`config.mk`:
```
export PLATFORM = sky130hd
export DESIGN_NAME = hold_timer
export DESIGN_NICKNAME = d
export VERILOG_FILES = /design/src/rtl/gate_chk_pkg.sv /design/src/rtl/hold_timer.sv
export SDC_FILE = /design/constraint.sdc
export NUM_CORES = 1
export LEC_CHECK = 0
export CAP_MARGIN = 25
export CORE_AREA = 2 2 39 41
export CTS_CLUSTER_DIAMETER = 100
export DETAILED_ROUTE_END_ITERATION = 10
export DIE_AREA = 0 0 41 43
export PLACE_DENSITY_LB_ADDON = 0.15
export SYNTH_ARGS = -nofsm -noshare
export SYNTH_HDL_FRONTEND = slang
export SYNTH_SLANG_ARGS = --single-unit
```
`constraint.sdc`:
```
create_clock -name clk -period 1.95 [get_ports clk]
set_input_delay 0.585 -clock clk [delete_from_list [all_inputs] [get_ports clk]]
set_output_delay 0.585 -clock clk [all_outputs]
set_load 0.01 [all_outputs]
```
`src/rtl/gate_chk_pkg.sv`:
```
// Shared types and sizing helpers for the gate vector checker.
// Sizes derive from the N_IN and HOLD_CYCLES parameters of the instantiating module.
package gate_chk_pkg;

   typedef enum logic [1:0] {
      IDLE = 2'd0,
      RUN  = 2'd1,
      DONE = 2'd2
   } state_t;

   localparam int N_IN_DEFAULT = 2;
   localparam int NVEC_DEFAULT = 2 ** N_IN_DEFAULT;

   function automatic int nvec(input int n_in);
      return 1 << n_in;
   endfunction

   function automatic int clog2(input int v);
      int r;
      r = 0;
      for (int i = 0; i < 31; i++) begin
         if ((1 << i) < v) r = i + 1;
      end
      return r;
   endfunction

   // A one-cycle hold still needs a 1-bit counter.
   function automatic int hold_w(input int h);
      return (clog2(h) < 1) ? 1 : clog2(h);
   endfunction

endpackage

```
`src/rtl/hold_timer.sv`:
```
// Free-running hold counter; tick_out marks the last cycle of each hold window.
// clr pins the count at zero so every run begins with a full window.
module hold_timer
   import gate_chk_pkg::*;
#(
   parameter int HOLD_CYCLES = 5
) (
   input  logic clk,
   input  logic rst,
   input  logic clr,
   output logic tick_out
);

   localparam int           W    = hold_w(HOLD_CYCLES);
   localparam logic [W-1:0] LAST = W'(HOLD_CYCLES - 1);

   logic [W-1:0] count;

   always_ff @(posedge clk) begin
      if (rst || clr) begin
         count <= '0;
      end else if (count == LAST) begin
         count <= '0;
      end else begin
         count <= count + 1'b1;
      end
   end

   assign tick_out = (count == LAST);

endmodule

```
==> results of run 1 <==
[path summary, 6_finish.rpt]
path	startpoint	endpoint	slack, ns	depth (start not counted)
worst max-delay path	count[0]$_SDFF_PP0_	tick_out	0.09	4
worst min-delay path	count[0]$_SDFF_PP0_	count[0]$_SDFF_PP0_	0.42	1
worst max register to register	count[0]$_SDFF_PP0_	count[2]$_SDFF_PP0_	0.78	4
worst min register to register	count[0]$_SDFF_PP0_	count[0]$_SDFF_PP0_	0.42	1
[where the power goes]
part / total, W / switching (W) / internal [W]
clock: 0.000109 / 0.0000321 / 0.0000767
sequential: 0.0000652 / 0.00000123 / 0.0000640
combinational: 0.0000104 / 0.00000399 / 0.00000645
total: 0.000184 / 0.0000373 / 0.000147
[synthesized netlist by cell type, drive strengths merged]
cell | count | area, um^2
nor4 | 1 | 6.26
inv | 2 | 7.51
or2b | 1 | 8.76
dfxtp | 3 | 60.1
and2 | 1 | 7.51
ha | 2 | 25.0
or3b | 1 | 8.76
a211oi | 1 | 12.5
nor4b | 1 | 8.76
[critical path, stage by stage, from the launching register on]
cell           delay, ns
dfxtp_2             0.33
inv_1               0.04
ha_1                0.19
and2_2              0.21
dlygate4sd2_1       0.28
[final cells by class]
cell class                 instances  area (um^2)  share of cell area (%)
clock buffer                       4         26.3                    11.9
sequential                         3         61.3                    27.7
tap                               16         20.0                    9.04
multi-input combinational          8         77.6                    35.0
timing repair buffer               3         28.8                    13.0
inverter                           2         7.51                    3.39
[metal layers]
metal / part of all wire (%) / up-vias / wire, um
li1: - / 58 / -
met3: 10 / 0 / 23
met1: 44 / 48 / 102
met5: 0 / - / 0
met2: 45 / 6 / 103
met4: 0 / 0 / 0
[logic make-up (layout without fill, tap and decap cells)]
| group | count (synthesis) | in the layout |
|---|---|---|
| AND/OR/NAND/NOR | 5 | 5 |
| flip-flops | 3 | 3 |
| adder cells (fa/ha/maj) | 2 | 2 |
| buffers and inverters | 2 | 9 |
| AO/OA/AOI/OAI | 1 | 1 |
[through the flow]
stage / cells / hold slack [ns] / total power [W]
after global routing: 36 / 0.439 / 0.000200
final: 36 / 0.418 / 0.000184
after global placement: 32 / 0.453 / 0.0000769
after detailed placement: 32 / 0.456 / 0.0000766
after floorplan: 13 / 0.426 / 0.0000699
after CTS: 36 / 0.460 / 0.000193
[repair_timing]
action,CTS,global route
setup endpoints to repair,1,1
gates resized for setup,1,1
hold buffers,0,0
==> metrics.txt, run 1 <==
clock buffer count from CTS=3; Final nets=26; Max transition margin=a little under nine tenths; placed inst area=roughly 200 um^2; Adder-Cell Fraction of Synth Area=17.2%; fillers=152; met2 GRT Util=under 10%; GP Congestion=around 0.56; drt total wl=between 200 and 250 um; Least-Margin Pin Slew=0.210 ns; CP Launch Type=register; final setup margin=a little under 0.09 ns; minimum clock period=1.86 ns; Boundary Pins=4; RSZ-0062 raised after global routing=false; I/O Buffers=3; layout cells sized above 1=35.0%; Leak Pwr=approximately 0.085 nW; initial DRC count=0; Total GRT Usage=about 3.6%; max-cap violations=0; Top reg by flops=count; most frequent cells in the layout=clkbuf_4, inv_1, ha_1, dfxtp_1, clkdlybuf4s50_1; antenna diode count=0; worst slack, placed=approximately 0.09 ns; commonest non-fill, non-tap cell in the layout=clkbuf_4; worst-path fanout max=3; multiplexer share of the synthesized area=0%; final count of hold timing violations=0; Die ar.=around 1800 um^2; largest net degree at the start of global routing=4; Area Growth Syn to Fin=52.6%; Max Clk Rate=between 500 and 600 MHz; met1 Resource Use GR=3.51%; per-cell routed wire length=6.39 um; post-layout instance area=~220 um^2; yosys synthesis warning count=0; Post-Syn Instances=13; post-synthesis cell area=about 150 um^2; Initial Util=10.5%; largest family of logic cells by synthesized area=simple AND/OR/NAND/NOR gates; number of synthesized register bits=3; Setup-failing EPs final=0; DR vias=112; Slew Limit Fails=0; Power Dens Cells=833 nW/um^2; drt pass-1 iters=1; FP Rows=14; Req. time, crit path=about 1.4 ns; period utilization=a little over nine tenths; Setup Buffers After CTS=0; Root Buffer=clkbuf_4; number of global-route vias before repair=90; post-synth cell types=9; Final ANT Viol Nets=0; HP Class=register to register; Reg clk slew, reported paths=around 0.030 ns; Clk Latency, worst-skew pair=roughly 0.23 ns; critical path type=register to output pin; post-synthesis simple-gate area fraction=about 28%; DRC=0; core area=roughly 1400 um^2; first-pass GRT wire length=between 300 and 400 um; Largest register FFs=3; Seq/Total Area, Yosys=between 40% and 50%; clock sinks=3; GRT overflow=0; initial antenna violation count=0; TNS Setup=0 ns; top flop regs=count: 3 flops; Vias/cell=just over 3; crit end category=output pin; CTS tree=done; clock buffer depth=2; worst path arrival time=roughly 1.3 ns; fin util=16.0%; die height=about 43 um; die width=roughly 41 um; GRT met3 Usage=between 3 and 4%; mean post-synth cell area=approximately 11 um^2; Synth Area in Compound Gates=under 10%; Clock Skew=0.00478 ns; H-tree depth=1; peak supply drop=approximately 0.00019 V; layer with the highest usage=met4; XOR/XNOR Fraction of Synth Area=0%; outcome=completed; syn_nets=18
Power figures use the tool's default switching activity.
==> inputs of run 2 (changes only) <==
- CORE_AREA: 2 2 39 41 -> 3 3 40 42
- DIE_AREA: 0 0 41 43 -> 0 0 43 45
==> run 2 against run 1 <==
  * Core utilization increased by 1.1 points
  * Worst hold slack improved by 0.037 ns
  * Critical path depth unchanged
  * Via count decreased by 4.5%
  * Routed wire length increased by 1.3%
  * Non-clock buffer count unchanged
  * Largest cell class unchanged
  * Final area decreased by 0.56%
  * Sequential power about the same
  * Die area increased by 9.8%
  * Global-route usage decreased by 0.62 points
==> metrics.txt, run 2 (synthesis results as in run 1) <==
post-DP HPWL=204 um; per-cell routed wire length=6.66 um (was 6.39 um); initial antenna violation count=0 (unchanged); worst-path fanout max=3 (unchanged); placed cell count=31 (was 32); Vias/cell=3.06 (was 3.11); fin util=17.1% (was 16.0%); outcome=completed (unchanged); worst slack, placed=0.0864 ns (was 0.0924 ns); Final nets=26 (unchanged); clock buffer depth=2 (unchanged); antenna diode count=0 (unchanged); initial DRC count=1 (was 0); worst path arrival time=1.26 ns (was 1.28 ns); DRC=0 (unchanged); period utilization=94.6% (was 95.5%); Slew Limit Fails=0 (unchanged); worst reg2reg endpoint=count[2]$_SDFF_PP0_ (unchanged); TNS Setup=0 ns (unchanged); Pwr Total=0.000181 W (was 0.000184 W); fillers=141 (was 152); H-tree depth=1 (unchanged); Area Growth Syn to Fin=51.7% (was 52.6%); Req. time, crit path=1.36 ns (about the same); Max Clk Rate=542 MHz (was 537 MHz); FF-to-FF Start=count[0]$_SDFF_PP0_ (unchanged); FF-to-FF setup slack=0.75 ns (was 0.78 ns); Clock Skew=0.00187 ns (was 0.00478 ns); # hold bufs at CTS=0 (unchanged); die width=43 um (was 41 um); DR vias=107 (was 112); CTS tree=done (unchanged); Max transition margin=85.7% (was 85.8%); clock sinks=3 (unchanged); final setup margin=0.104 ns (was 0.0874 ns); I/O Buffers=3 (unchanged); Final ANT Viol Nets=0 (unchanged); drt pass-1 iters=2 (was 1); number of global-route vias before repair=111 (was 90); Total GRT Usage=2.99% (was 3.61%); Setup-failing EPs final=0 (unchanged); drt total wl=233 um (was 230 um); Clk Latency, worst-skew pair=0.23 ns (about the same); GRT overflow=0 (unchanged); Worst Min Path Start=count[0]$_SDFF_PP0_ (unchanged); CP Launch Type=register (unchanged); Die ar.=1940 um^2 (was 1760 um^2); Leak Pwr=0.0815 nW (was 0.0855 nW); hold endpoint=count[0]$_SDFF_PP0_ (unchanged); GP Congestion=0.596 (was 0.555); multi-input combinational cell area=77.6 um^2 (unchanged); flip-flop and latch area=60.1 um^2 (was 61.3 um^2); max-cap violations=0 (unchanged); minimum clock period=1.85 ns (was 1.86 ns); Least-Margin Pin Slew=0.212 ns (was 0.210 ns); Top reg by flops=count (unchanged); top flop regs=count: 3 flops (unchanged); peak supply drop=0.000220 V (was 0.000193 V); core area=1280 um^2 (was 1380 um^2); final count of hold timing violations=0 (unchanged); largest net degree at the start of global routing=4 (unchanged); critical path type=register to output pin (unchanged); WHS Path Cells=1 (unchanged); Largest register FFs=3 (unchanged); HP Class=register to register (unchanged); Setup Buffers After CTS=0 (unchanged); Root Buffer=clkbuf_4 (unchanged); FP Rows=13 (was 14); layout cells sized above 1=30.0% (was 35.0%); crit end category=output pin (unchanged); Boundary Pins=4 (unchanged); die height=45 um (was 43 um); most frequent cells in the layout=clkbuf_4, dfxtp_1, inv_1, ha_1, clkdlybuf4s50_1 (was clkbuf_4, inv_1, ha_1, dfxtp_1, clkdlybuf4s50_1); clock buffer count from CTS=3 (unchanged); Reg clk slew, reported paths=0.04 ns (was 0.03 ns); first-pass GRT wire length=372 um (was 324 um); Power Dens Cells=821 nW/um^2 (was 833 nW/um^2); worst reg2reg path depth=4 (unchanged); Initial Util=11.3% (was 10.5%); RSZ-0062 raised after global routing=false (unchanged); Cell Count, Final, Fillers Out=35 (was 36)
## run 2: where the power goes
part	total, W	internal, W	switching, W
Combinational	0.0000106	0.00000643	0.00000413
Sequential	0.0000650	0.0000638	0.00000125
Clock	0.000105	0.0000765	0.0000288
## run 2: worst max path at each step
stage | start | end | slack, ns | depth (start not counted)
global placement | count[0]$_SDFF_PP0_ | tick_out | 0.09 | 4
detailed placement | count[0]$_SDFF_PP0_ | tick_out | 0.09 | 4
floorplan | count[0]$_SDFF_PP0_ | tick_out | 0.60 | 3
CTS | count[0]$_SDFF_PP0_ | tick_out | 0.03 | 4
global route | count[0]$_SDFF_PP0_ | tick_out | 0.04 | 4
finish | count[0]$_SDFF_PP0_ | tick_out | 0.10 | 4
## run 2: layout make-up
cell class | instances | area share [%]
Timing Repair Buffer | 3 | 13.6
Inverter | 2 | 3.41
Clock buffer | 4 | 11.9
Multi-Input combinational cell | 8 | 35.2
Sequential cell | 3 | 27.3
Tap cell | 15 | 8.52
## run 2: per-stage QoR
stage	hold WS [ns]	cell area (um^2)
3_5_place_dp	0.454	194
6_report	0.454	220
5_1_grt	0.474	220
3_3_place_gp	0.454	194
2_1_floorplan	0.426	145
4_1_cts	0.459	219
## run 2: timing repair
action                                  4_1_cts  5_1_grt
cloned                                        0        0
resized for setup                             1        1
endpoints found under the setup margin        1        1
## run 2: layer usage
layer  vias to the layer above  global-route usage, %  wire, um
li1                         59                      -         -
met1                        44                   3.59       115
met2                         4                   2.69       101
met3                         0                   1.20        16
met4                         0                   5.42         0
met5                         -                      0         0
## run 2: critical path: stages, from the launching register on
cell,delay [ns]
dfxtp_1,0.34
inv_1,0.05
ha_1,0.19
and2_2,0.21
clkdlybuf4s15_1,0.24
==> inputs of run 3 (changes only) <==
- REMOVE_ABC_BUFFERS: unset -> 1
==> results of run 3 <==
The final DEF is identical to that of run 2; final timing and power are the same.
